File: src/rtl/audio_mix_scheduler.sv
// Time-multiplexed audio mixer: one shared multiplier walks NCH channels per sample strobe.
// Optional master-volume fade instead of hard mute when AUDIO_MUTE_RAMP_EN is defined.
module audio_mix_scheduler #(
  parameter int NCH = 4,
  parameter int W   = 16,
  parameter int GW  = 8,
  localparam int AW = (NCH > 1) ? $clog2(NCH) : 1
) (
  input  logic             clk,
  input  logic             rst,
  input  logic             i_sample_en,
  input  logic [NCH*W-1:0] i_ch_in,
  input  logic             i_enable,
  input  logic             i_gain_we,
  input  logic [AW-1:0]    i_gain_addr,
  input  logic [GW-1:0]    i_gain_wdata,
  output logic [15:0]      o_out,
  output logic             o_out_valid,
  output logic             o_busy,
  output logic             o_overrun
);

  localparam int PW   = W + GW;
  localparam int ACCW = W + GW + 3;
  localparam int SW   = W + 3;
  localparam logic [GW-1:0] GAIN_RST = GW'(1) << (GW - 1);

`ifdef AUDIO_MUTE_RAMP_EN
  typedef enum logic [2:0] {S_IDLE, S_LATCH, S_MAC, S_RAMP, S_FINISH} state_t;
`else
  typedef enum logic [2:0] {S_IDLE, S_LATCH, S_MAC, S_FINISH} state_t;
`endif

  state_t          r_state;
  logic [GW-1:0]   r_gain    [NCH];
  logic [GW-1:0]   r_sh_gain [NCH];
  logic [W-1:0]    r_sh_ch   [NCH];
  logic [ACCW-1:0] r_acc;
  logic [AW-1:0]   r_idx;

  logic [W-1:0]    w_ch [NCH];
  logic [PW-1:0]   w_prod;
  logic [SW-1:0]   w_sum;

  function automatic logic [15:0] sat16(input logic [SW-1:0] s);
    if (32'(s) > 32'h0000_FFFF) begin
      return 16'hFFFF;
    end else begin
      return 16'(s);
    end
  endfunction

  always_comb begin
    for (int i = 0; i < NCH; i++) begin
      w_ch[i] = i_ch_in[i*W +: W];
    end
  end

  assign w_prod = PW'(r_sh_ch[r_idx]) * PW'(r_sh_gain[r_idx]);
  assign w_sum  = SW'(r_acc >> GW);
  assign o_busy = (r_state != S_IDLE);

`ifdef AUDIO_MUTE_RAMP_EN
  logic [7:0]    r_mvol;
  logic [SW-1:0] r_scaled;
  logic [7:0]    w_mvol_next;
  logic [SW+7:0] w_vol_prod;

  // One volume step per frame toward full scale or silence.
  always_comb begin
    w_mvol_next = r_mvol;
    if (i_enable) begin
      if (r_mvol != 8'hFF) begin
        w_mvol_next = r_mvol + 8'd1;
      end else begin
        w_mvol_next = r_mvol;
      end
    end else begin
      if (r_mvol != 8'h00) begin
        w_mvol_next = r_mvol - 8'd1;
      end else begin
        w_mvol_next = r_mvol;
      end
    end
  end

  assign w_vol_prod = (SW+8)'(w_sum) * (SW+8)'(w_mvol_next);
`endif

  // CPU gain registers; writes land regardless of frame state.
  always_ff @(posedge clk) begin
    if (rst) begin
      for (int i = 0; i < NCH; i++) begin
        r_gain[i] <= GAIN_RST;
      end
    end else if (i_gain_we && (32'(i_gain_addr) < NCH)) begin
      r_gain[i_gain_addr] <= i_gain_wdata;
    end
  end

  // Frame sequencer: snapshot, multiply-accumulate, scale/saturate, publish.
  always_ff @(posedge clk) begin
    if (rst) begin
      r_state     <= S_IDLE;
      r_acc       <= '0;
      r_idx       <= '0;
      o_out       <= 16'h0000;
      o_out_valid <= 1'b0;
      o_overrun   <= 1'b0;
      for (int i = 0; i < NCH; i++) begin
        r_sh_ch[i]   <= '0;
        r_sh_gain[i] <= '0;
      end
`ifdef AUDIO_MUTE_RAMP_EN
      r_mvol   <= 8'h00;
      r_scaled <= '0;
`endif
    end else begin
      o_out_valid <= 1'b0;
      // Only IDLE accepts a strobe; anything else is a dropped sample.
      if (i_sample_en && (r_state != S_IDLE)) begin
        o_overrun <= 1'b1;
      end
      case (r_state)
        S_IDLE: begin
          if (i_sample_en) begin
            r_state <= S_LATCH;
          end
        end
        S_LATCH: begin
          for (int i = 0; i < NCH; i++) begin
            r_sh_ch[i]   <= w_ch[i];
            r_sh_gain[i] <= r_gain[i];
          end
          r_acc   <= '0;
          r_idx   <= '0;
          r_state <= S_MAC;
        end
        S_MAC: begin
          r_acc <= r_acc + ACCW'(w_prod);
          if (r_idx == AW'(NCH - 1)) begin
`ifdef AUDIO_MUTE_RAMP_EN
            r_state <= S_RAMP;
`else
            r_state <= S_FINISH;
`endif
          end else begin
            r_idx <= r_idx + AW'(1);
          end
        end
`ifdef AUDIO_MUTE_RAMP_EN
        S_RAMP: begin
          r_mvol   <= w_mvol_next;
          r_scaled <= SW'(w_vol_prod >> 8);
          r_state  <= S_FINISH;
        end
        S_FINISH: begin
          o_out       <= sat16(r_scaled);
          o_out_valid <= 1'b1;
          r_state     <= S_IDLE;
        end
`else
        S_FINISH: begin
          o_out       <= i_enable ? sat16(w_sum) : 16'h0000;
          o_out_valid <= 1'b1;
          r_state     <= S_IDLE;
        end
`endif
        default: begin
          r_state <= S_IDLE;
        end
      endcase
    end
  end

endmodule

File: config.mk
export PLATFORM = sky130hd
export DESIGN_NAME = audio_mix_scheduler
export DESIGN_NICKNAME = d
export VERILOG_FILES = /design/src/rtl/audio_mix_scheduler.sv
export SDC_FILE = /design/constraint.sdc
export NUM_CORES = 1
export LEC_CHECK = 0
export BUFFER_PORTS_ARGS = -buffer_cell sky130_fd_sc_hd__buf_2
export CAP_MARGIN = 0
export CORE_ASPECT_RATIO = 1.2
export CORE_UTILIZATION = 50
export CTS_CLUSTER_DIAMETER = 60
export CTS_CLUSTER_SIZE = 40
export DETAILED_ROUTE_END_ITERATION = 6
export PLACE_DENSITY = 0.78
export SETUP_SLACK_MARGIN = 0.05
export SYNTH_ARGS = -nofsm -noshare
export SYNTH_HDL_FRONTEND = slang
export SYNTH_SLANG_ARGS = --single-unit
File: constraint.sdc
create_clock -name clk -period 12.8 [get_ports clk]
set_input_delay 1.92 -clock clk [delete_from_list [all_inputs] [get_ports clk]]
set_output_delay 1.92 -clock clk [all_outputs]
set_load 0.02 [all_outputs]
-- Word-level counts from Yosys, hierarchy flattened
Memory sizes are Yosys's and may differ from the RTL's. A register that Yosys moved wholly into a read port is not among the register bits.
Index checks and enable logic that the tools add are counted.
- multiplexer cells: 32
- bitwise logic cells: 8
- order comparisons: 1
- equal/unequal tests: 7
- reductions and logical operators: 7
- $add $sub $neg: 2
- $mul: 1
- operators by type and width (cell ; number):
    16-bit 2-to-1 mux ; 6
    27-bit case mux with 2 select lines ; 1
    8-bit 2-to-1 mux ; 5
    27-bit by 24-bit adder with 27-bit output ; 1
    16-bit by 8-bit multiplier with 24-bit output ; 1
    19-bit by 16-bit greater-than comparator with 1-bit output, second input constant ; 1
    2-bit 2-to-1 mux ; 6
    1-bit 2-to-1 mux ; 10
    3-bit case mux with 3 select lines ; 1
    1-bit bitwise OR ; 8
    8-bit OR reduction ; 1
    3-bit by 2-bit == test with 1-bit output, second input constant ; 2
    3-bit 2-to-1 mux ; 2
    2-bit != test, second input constant ; 3
    2-bit case mux with 2 select lines ; 1
    2-bit AND reduction ; 2
    3-bit by 1-bit == test with 1-bit output, second input constant ; 1
    3-bit zero test ; 1
    3-bit nonzero test ; 1
    2-bit by 1-bit adder with 2-bit output, second input constant ; 1
    2-bit == test, second input constant ; 1
    2-bit nonzero test ; 1
    1-bit logical AND ; 1
- output and inout bits: 19
- memories: 3
- flip-flop bits (word level): 50
- input bits: 79
- logic and storage cells: 67
- RAM bits: 128
- memory list (memory ; words ; bits a word ; read ports ; clocked after memory_dff ; wr ports ; line ; text):
    r_sh_ch ; 4 ; 16 ; 1 ; 1 ; 4 ; 37 ; logic [W-1:0] r_sh_ch [NCH];
    r_gain ; 4 ; 8 ; 4 ; 0 ; 4 ; 35 ; logic [GW-1:0] r_gain [NCH];
    r_sh_gain ; 4 ; 8 ; 1 ; 1 ; 4 ; 36 ; logic [GW-1:0] r_sh_gain [NCH];

-- Logic depth before layout (Yosys ltp)
Gate-level depths: netlist of the first run.
- depth after elaboration: 5
- mapped depth: 20
- depth with buffers taken out: 17

-- Worst setup path before layout of the first run
No wires, ideal clock.
- path kind: reg2reg
- from: register with a tool-made name
- to: register r_acc[25]
- required time: 12.683 ns
- cell stages (with the launch flop): 20
- data arrival time: 5.855 ns
- setup time: 0.117 ns
- path slack: 6.827 ns
- buffers on the path: 3
- clock period less this slack: 5.973 ns
- cells stage by stage: dfxtp_1 buf_2 buf_2 buf_2 mux4_2 nand2_1 fa_1 fa_1 inv_1 fa_1 inv_1 fa_1 inv_1 ha_1 a21o_1 a221o_1 a311oi_1 a31oi_1 or3_1 a32o_1
- RTL lines (item ; line ; text):
    end signal: assignment ; 140 ; r_acc <= r_acc + ACCW'(w_prod);
    end: declaration ; 38 ; logic [ACCW-1:0] r_acc;

==> results of run 1 <==
cell type report:
cell class                      count  share of cell area, %
Multi-Input combinational cell    712                  48.21
Sequential cell                   179                  36.10
Inverter                          171                  4.761
Timing Repair Buffer              100                  3.768
Clock buffer                       17                  3.156
Tap cell                          320                  2.970
Clock inverter                     15                  1.040
synth_stat cells, drive strengths merged, types with 18 or more instances:
library cell | n | area (um^2)
a21oi | 43 | 215.2
and2 | 213 | 1333
clkbuf | 38 | 142.6
dfxtp | 51 | 1021
edfxtp | 128 | 3844
fa | 106 | 2122
ha | 54 | 675.7
inv | 171 | 641.9
mux4 | 24 | 540.5
nand2 | 58 | 217.7
nand2b | 24 | 150.1
nor2 | 33 | 123.9
o211ai | 20 | 150.1
o21ai | 18 | 90.09
per-stage QoR:
stage	utilization (%)	power, W	hold WS [ns]	area [um^2]	instances
CTS	56.42	0.002501	0.4677	13480	1514
detailed placement	54.05	0.002003	0.4571	12910	1482
global route	56.42	0.002695	0.4859	13480	1514
finish	56.42	0.002483	0.4651	13480	1514
global placement	54.05	0.001972	0.4450	12910	1482
floorplan	-	0.001679	0.4506	12170	1106
cells by family after synthesis:
family          count (synthesis)  synth area share, %
compound gates                138                7.498
flops                         179                39.99
buf+inv                       215                6.675
simple gates                  375                17.30
mux                            26                4.608
fa+ha+maj                     160                23.00
xor+xnor                       13               0.9359
final timing paths:
path | from | endpoint | slack [ns] | cells past startpoint
min reg2reg | o_out[15] | o_out[15] | 0.47 | 2
max | flip-flop | r_acc[13] | 6.57 | 16
max reg2reg | flip-flop | r_acc[13] | 6.57 | 16
min | o_out[15] | o_out[15] | 0.47 | 2
cell usage in the layout (no fill, tap or decap), drive strengths merged, types with 3 or more instances in the layout:
master,instances
a211oi,6
a21o,5
a21oi,43
a2bb2oi,11
a311oi,3
a31oi,4
and2,213
buf,100
clkbuf,17
clkinv,4
clkinvlp,3
dfxtp,51
edfxtp,128
fa,106
ha,54
inv,179
mux4,24
nand2,58
nand2b,24
nand3,6
nand4,7
nor2,33
nor2b,9
nor3,8
o211ai,20
o21a,4
o21ai,18
o22ai,6
o32ai,4
or2,7
or3,5
xnor2,11
per-layer routing:
metal | GRT usage, % | up-vias | part of all wire, %
met1 | 24.89 | 3969 | 38
met5 | 0 | - | 0
li1 | - | 3807 | -
met2 | 41.21 | 184 | 55
met3 | 3.683 | 52 | 3.0
met4 | 9.868 | 0 | 3.7
worst max-delay path, stage by stage, from the launching register on:
cell	delay (ns)
dfxtp_1	1.08
mux4_2	0.58
nand2_1	0.12
fa_1	0.52
fa_1	0.55
inv_1	0.06
fa_1	0.56
inv_1	0.06
fa_1	0.52
inv_1	0.04
ha_1	0.36
a21o_1	0.24
a221oi_1	0.42
o21ai_0	0.24
a311oi_1	0.34
xor2_1	0.26
o22ai_1	0.12
registers in the layout, summed over array words and instances (netlist names), named ones only:
register     count
r_sh_gain       32
o_out_valid      1
r_gain          32
o_out           16
o_overrun        1
r_sh_ch         64
r_state          2
r_idx            2
r_acc           27
power by group through the flow:
stage	Combinational, W	Clock, W	Sequential [W]
2_1_floorplan	0.000957	0	0.000722
3_3_place_gp	0.00123	0	0.000740
3_5_place_dp	0.00126	0	0.000744
4_1_cts	0.00126	0.000506	0.000733
5_1_grt	0.00143	0.000529	0.000739
6_report	0.00125	0.000498	0.000732
==> flow_metrics.tcl, run 1 <==
set metrics [dict create \
    power.leakage_nw 5.879 \
    drc 0 \
    clk_pin_slew_ns 0.07 \
    multi_input_area_um2 6499 \
    row_count 62 \
    drt_iter0_markers 412 \
    final.setup.tns_ns 0 \
    globalplace.congestion 0.9129 \
    netlist_instances 1106 \
    cts_tree "done" \
    slew_viol_final 0 \
    pwr-share-clk_pct 20.1 \
    fin_skew_ns 0.01346 \
    cts_resized 0 \
    grt_pass1_wl_mm 42.20 \
    p_int_w 0.001445 \
    antenna_found_initial 0 \
    grt_overflow 0 \
    status "complete, no violations" \
    routed_wl_mm 25.57 \
    peakVddDrop_uv 125.0 \
    post-route-period-util_pct 48.69 \
    ys_ff_latch 179 \
    layout.nets 1420 \
    drive_gt1_share_pct 13.99 \
    hp-class "reg2reg" \
    path_class "reg2reg" \
    holdBufCountCts 0 \
    relSlewSlack_pct 24.00 \
    synth.distinct_cells 45 \
    worst_slack_ns 6.568 \
    die_y_um 172.9 \
    rsz0062_at_grt "no" \
    yosysWarnings 0 \
    area_growth_pct 10.81 \
    postCtsSetupRepairBufs 0 \
    cts_htree_levels 4 \
    hold_violations 0 \
    grt_pass1_vias 8490 \
    diodes 0 \
    ctsRootBufferMaster "clkbuf_16" \
    cp.arrival_ns 6.53 \
    insertion_delay_ns 0.44 \
    maxCapViolations 0 \
    crit_fanout 24 \
    dp_hpwl_mm 19.98 \
    synth_top_flop_cell "edfxtp_1" \
    worst_pin_slew_ns 1.138 \
    start_util_pct 50.92 \
    start_kind "flip-flop" \
    cts_inserted_buffers 17 \
    netlist_area_um2 12170 \
    ant_nets 0 \
    syn_area_per_cell_um2 11.00 \
    setup_viol 0 \
    avgRoutedWirePerCell_um 16.89 \
    grt.total_usage_pct 22.39 \
    detailroute.via_count 8012 \
    synth-seq-area-share_pct 39.99 \
    p_switching_w 0.001038 \
    sequentialPowerShare_pct 29.5 \
    synth_fp_nets 1345 \
    dieArea_um2 24960 \
    p_comb_share_pct 50.5 \
    clock-sinks 179 \
    worstPathRequired_ns 13.10 \
    endpoint_kind "flip-flop" \
    core_um2 23890 \
    async_reset_ff_share_pct 0 \
    synth_edf_count 128 \
    regArea_um2 4866 \
    num_io_pins 98 \
    grt_max_degree 97 \
    n_fill_cell 2037 \
    max_freq_mhz 160.5 \
    io_buffer_count 97 \
    dr.pass1.iters 5 \
    netSwitchingFraction_pct 41.80 \
    power_density_nw_per_um2 184.2 \
    clock_path_buffers 2 \
    viasPerCell 5.292 \
    fin_crit_ns 6.232 \
    preCtsSetupSlack_ns 6.555 \
    fp.dieW_um 144.4 \
]
Note: power is estimated with default switching activity, not from simulation.
==> inputs of run 2 (changes only) <==
--- a/config.mk
+++ b/config.mk
@@ -12,7 +12,7 @@
 export CTS_CLUSTER_DIAMETER = 60
 export CTS_CLUSTER_SIZE = 40
 export DETAILED_ROUTE_END_ITERATION = 6
-export PLACE_DENSITY = 0.78
+export PLACE_DENSITY = 0.81
 export SETUP_SLACK_MARGIN = 0.05
 export SYNTH_ARGS = -nofsm -noshare
 export SYNTH_HDL_FRONTEND = slang
==> constraint.sdc (replaced) <==
create_clock -name clk -period 5.6 [get_ports clk]
set_input_delay 0.84 -clock clk [delete_from_list [all_inputs] [get_ports clk]]
set_output_delay 0.84 -clock clk [all_outputs]
set_load 0.02 [all_outputs]
==> flow_metrics.tcl, run 2 (synthesis results as in run 1) <==
set metrics [dict create \
    rsz0062_at_grt "yes" \
    met2_usage_pct 40.71 \
    largest-register "r_sh_ch" \
    cts_inserted_buffers 17 \
    drc 0 \
    cp.arrival_ns 5.91 \
    status "complete, no violations" \
    grt_overflow 0 \
    layout.nets 1485 \
    crit_fanout 8 \
    fin_util_pct 60.38 \
    detailroute.via_count 8381 \
    insertion_delay_ns 0.44 \
    num_io_pins 98 \
    setup_viol 0 \
    fin_crit_ns 5.577 \
    antenna_found_initial 0 \
    clock_path_buffers 2 \
    slowest_delay_ns 0.64 \
    dp_hpwl_mm 19.49 \
    area_growth_pct 18.60 \
    avgRoutedWirePerCell_um 17.02 \
    grt.busiest_layer "met2" \
    drive_gt1_share_pct 23.03 \
    drt_iter0_markers 556 \
    fp.dieW_um 144.4 \
    maxCapViolations 0 \
    grt_max_degree 97 \
    endpoint_kind "flip-flop" \
    regArea_um2 4868 \
    diodes 0 \
    cp_common_cell "fa_1" \
    worst_pin_slew_ns 0.9344 \
    dieArea_um2 24960 \
    grt.total_usage_pct 22.26 \
    path_cells "buf_12, buf_6, mux4_2, buf_6, and2_1, fa_1, fa_1, fa_1, inv_1, fa_1, inv_1, ha_4, nand4_1, nor4_2, a311oi_2, a31oi_2, buf_4, o21ai_1, a32o_1" \
    n_fill_cell 1888 \
    globalplace.congestion 0.8889 \
    worstPathRequired_ns 5.93 \
    final.setup.tns_ns 0 \
    use_met1_pct 25.21 \
    max_freq_mhz 179.3 \
    worstHoldStart "o_overrun" \
    instances_no_fill 1579 \
    multi_input_area_um2 6819 \
    fin_skew_ns 0.01555 \
    post-route-period-util_pct 99.59 \
    io_buffer_count 97 \
    row_count 62 \
    peakVddDrop_uv 344.0 \
    dr.pass1.iters 5 \
    cp_slowest_cell "mux4_2" \
    start_util_pct 50.92 \
    ant_nets 0 \
    use_met3_pct 3.351 \
    start_kind "flip-flop" \
    largest_reg_flops 64 \
    power_density_nw_per_um2 451.9 \
    ctsRootBufferMaster "clkbuf_16" \
    grt_pass1_vias 8648 \
    relSlewSlack_pct 37.70 \
    slew_viol_final 0 \
    die_y_um 172.9 \
    power.leakage_nw 6.241 \
    path_class "reg2reg" \
    clock-sinks 179 \
    hp-class "reg2reg" \
    holdBufCountCts 0 \
    routed_wl_mm 26.87 \
    final_cell_mix "and2_1, inv_1, edfxtp_1" \
    reg_top3 "r_sh_ch: 64 flops, r_gain: 32 flops, r_sh_gain: 32 flops" \
    final_common_cell "and2_1" \
    clk_pin_slew_ns 0.07 \
    viasPerCell 5.308 \
    core_um2 23890 \
    dp_cells 1513 \
    cts_tree "done" \
    cts_htree_levels 4 \
    grt_pass1_wl_mm 42.32 \
    hold_violations 0 \
]
run 2: cell count changes in the layout (fill, tap and decap cells not counted), moves of 10 or more:
cell,delta
buf_6,+10
buf_4,+45
ha_4,+10
ha_1,-13
inv_1,-11
inv_2,+11
run 2: worst paths after layout:
path / end / slack (ns) / cells after the start
hold reg to reg: o_overrun / 0.46 / 2
hold / removal: o_overrun / 0.46 / 2
setup reg to reg: r_acc[25] / 0.02 / 19
setup / recovery: r_acc[25] / 0.02 / 19
run 2: what timing repair did:
action / in CTS / in global routing
gates resized for setup: 9 / 76
pin swaps: 4 / 42
buffers inserted: 6 / 23
endpoints found under the setup margin: 4 / 13
gates cloned: 3 / 2
endpoints found under the hold margin: 0 / 0
run 2: layout make-up:
class                      instances  share of cell area [%]
multi-input combinational        713                   47.26
sequential                       179                   33.74
timing repair buffer             164                   7.805
inverter                         171                   4.449
clock buffer                      18                   2.975
tap                              320                   2.775
clock inverter                    14                  0.9886
run 2: routing by layer:
layer / wire length (um) / share of wire (%)
met1: 10020 / 37
met2: 14680 / 55
met4: 1050 / 3.9
met5: 0 / 0
met3: 1121 / 4.2
run 2: where the power goes:
part	switching (W)	total, W	internal (W)
clock network	0.000568	0.00116	0.000592
registers	0.0000586	0.00165	0.00159
logic	0.00208	0.00371	0.00163
total	0.00270	0.00652	0.00382
run 2: worst max-delay path: cells and delay by family, from the launching register on:
kind / cells / cell delay, ns
buf+inv: 6 / 0.73
simple gates: 3 / 0.80
compound gates: 4 / 0.60
flops: 1 / 0.41
mux: 1 / 0.64
fa+ha+maj: 5 / 2.29
run 2: through the flow:
stage / setup slack [ns] / total power [W] / cell area, um^2 / hold WS, ns
floorplan: 0.06147 / 0.003848 / 12200 / 0.4506
global placement: 0.07840 / 0.004713 / 13180 / 0.4494
detailed placement: -0.02614 / 0.004798 / 13180 / 0.4552
CTS: 0.01494 / 0.006011 / 13890 / 0.4679
global route: -0.1623 / 0.007034 / 14430 / 0.4904
finish: 0.02281 / 0.006520 / 14430 / 0.4637
==> inputs of run 3 (changes only) <==
--- a/config.mk
+++ b/config.mk
@@ -13,6 +13,7 @@
 export CTS_CLUSTER_SIZE = 40
 export DETAILED_ROUTE_END_ITERATION = 6
 export PLACE_DENSITY = 0.81
+export RECOVER_POWER = 100
 export SETUP_SLACK_MARGIN = 0.05
 export SYNTH_ARGS = -nofsm -noshare
 export SYNTH_HDL_FRONTEND = slang
==> flow_metrics.tcl, run 3 (synthesis results as in run 1) <==
set metrics [dict create \
    routed_wl_mm 26.98 \
    relSlewSlack_pct -82.18 \
    grt_overflow 0 \
    cts_tree "done" \
    hold_depth 2 \
    path_class "reg2reg" \
    drc 0 \
    num_io_pins 98 \
    path_cells "buf_12, buf_6, mux4_2, buf_6, and2_1, fa_1, fa_1, fa_1, inv_1, fa_1, inv_1, ha_4, nand4_1, nor4_2, a311oi_2, a31oi_2, buf_4, o21ai_1, a32o_1" \
    io_buffer_count 97 \
    grt.total_usage_pct 22.26 \
    final.setup.tns_ns 0 \
    r2r_slack_ns 0.03 \
    reg_top3 "r_sh_ch: 64 flops, r_gain: 32 flops, r_sh_gain: 32 flops" \
    detailroute.via_count 8385 \
    grt_max_degree 97 \
    dp_hpwl_mm 19.49 \
    hold_ws_ns 0.4684 \
    grt_pass1_wl_mm 42.32 \
    min_to "o_overrun" \
    slew_viol_final 97 \
    fp.dieW_um 144.4 \
    grt_pass1_vias 8648 \
    worst_slack_ns 0.02691 \
    n_fill_cell 1886 \
    clock-sinks 179 \
    start_kind "flip-flop" \
    drt_iter0_markers 537 \
    met2_usage_pct 40.71 \
    dr.pass1.iters 5 \
    globalplace.congestion 0.8889 \
    maxCapViolations 1 \
    use_met3_pct 3.351 \
    cp.arrival_ns 5.90 \
    drive_gt1_share_pct 21.45 \
    viasPerCell 5.310 \
    r2r_cells 19 \
    max_freq_mhz 179.4 \
    diodes 0 \
    hold_violations 0 \
    power.leakage_nw 6.085 \
    fin_util_pct 60.27 \
    cp_common_cell "fa_1" \
    layout.nets 1485 \
    ant_nets 0 \
    power_density_nw_per_um2 452.7 \
    worst_pin_slew_ns 2.733 \
    ctsRootBufferMaster "clkbuf_16" \
    antenna_found_initial 0 \
    instances_no_fill 1579 \
    dieArea_um2 24960 \
    cp_top_family "adder cells" \
    setup_viol 0 \
    clk_pin_slew_ns 0.07 \
    cts_inserted_buffers 17 \
    die_y_um 172.9 \
    area_growth_pct 18.38 \
    start_util_pct 50.92 \
    dp_cells 1513 \
    row_count 62 \
    largest_reg_flops 64 \
    clock_path_buffers 2 \
    peakVddDrop_uv 342.6 \
    insertion_delay_ns 0.44 \
    use_met1_pct 25.21 \
    final_cell_mix "inv_1, and2_1, edfxtp_1" \
    fin_skew_ns 0.01392 \
    cp_num_buf_inv 6 \
    slowest_delay_ns 0.63 \
    grt.busiest_layer "met2" \
    cp_slowest_cell "mux4_2" \
    fin_crit_ns 5.573 \
    hp-class "reg2reg" \
    rsz0062_at_grt "yes" \
    final_common_cell "inv_1" \
    preCtsSetupSlack_ns -0.02614 \
    r2r-end "r_acc[25]" \
    endpoint_kind "flip-flop" \
    worstHoldStart "o_overrun" \
    worstPathRequired_ns 5.93 \
    status "finished with violations" \
    cts_htree_levels 4 \
    largest-register "r_sh_ch" \
    post-route-period-util_pct 99.52 \
    crit_fanout 8 \
    avgRoutedWirePerCell_um 17.09 \
    core_um2 23890 \
    violations "max-capacitance violations, max-slew violations" \
]
[run 3: changes by cell type in the layout (fill, tap and decap cells not counted), moves of 18 or more]
cell      previous run  this run
clkbuf_1             1        20
and2_0               0        74
buf_2               98        80
and2_1             207       133
[run 3: worst register-to-register path, cell delays in order (launching register included)]
cell and delay (ns):
dfxtp_4 0.41, buf_12 0.15, buf_6 0.14, mux4_2 0.64
buf_6 0.18, and2_1 0.14, fa_1 0.55, fa_1 0.43
fa_1 0.50, inv_1 0.07, fa_1 0.53, inv_1 0.07
ha_4 0.28, nand4_1 0.25, nor4_2 0.40, a311oi_2 0.09
a31oi_2 0.19, buf_4 0.14, o21ai_1 0.06, a32o_1 0.26
[run 3: worst max-delay path by stage]
stage,endpoint,slack (ns),cells past startpoint
floorplan,r_acc[25],0.06,19
global placement,r_acc[19],0.08,18
detailed placement,r_acc[26],-0.03,18
CTS,r_acc[25],0.01,18
global route,r_acc[25],-0.16,19
finish,r_acc[25],0.03,19
[run 3: layout make-up]
cell class / instances / area [um^2] / share of cell area [%]
sequential: 179 / 4868 / 33.81
clock buffer: 18 / 429.2 / 2.980
clock inverter: 14 / 142.6 / 0.9904
multi-input combinational: 713 / 6819 / 47.35
inverter: 171 / 641.9 / 4.457
timing repair buffer: 164 / 1100 / 7.637
tap: 320 / 400.4 / 2.780
[run 3: what timing repair did]
action	in CTS	in global routing
hold buffers	0	0
pin swaps	4	42
resized for setup	9	76
setup buffers	6	23
gates cloned	3	2
endpoints found under the setup margin	4	13
[run 3: report_power, final]
part	switching, W	internal [W]
Sequential	0.0000587	0.00159
Clock	0.000568	0.000592
Combinational	0.00208	0.00163
[run 3: through the flow]
stage	area, um^2	total power, W
after floorplan	12200	0.003848
after global placement	13180	0.004713
after detailed placement	13180	0.004798
after CTS	13890	0.006011
after global routing	14400	0.007033
final	14400	0.006519
[run 3: layer usage]
metal / share of wire [%] / wire length [um] / vias up
met3: 4.2 / 1135 / 61
met1: 37 / 10110 / 4124
met2: 54 / 14690 / 262
met5: 0 / 0 / -
met4: 3.9 / 1045 / 0
li1: - / - / 3938
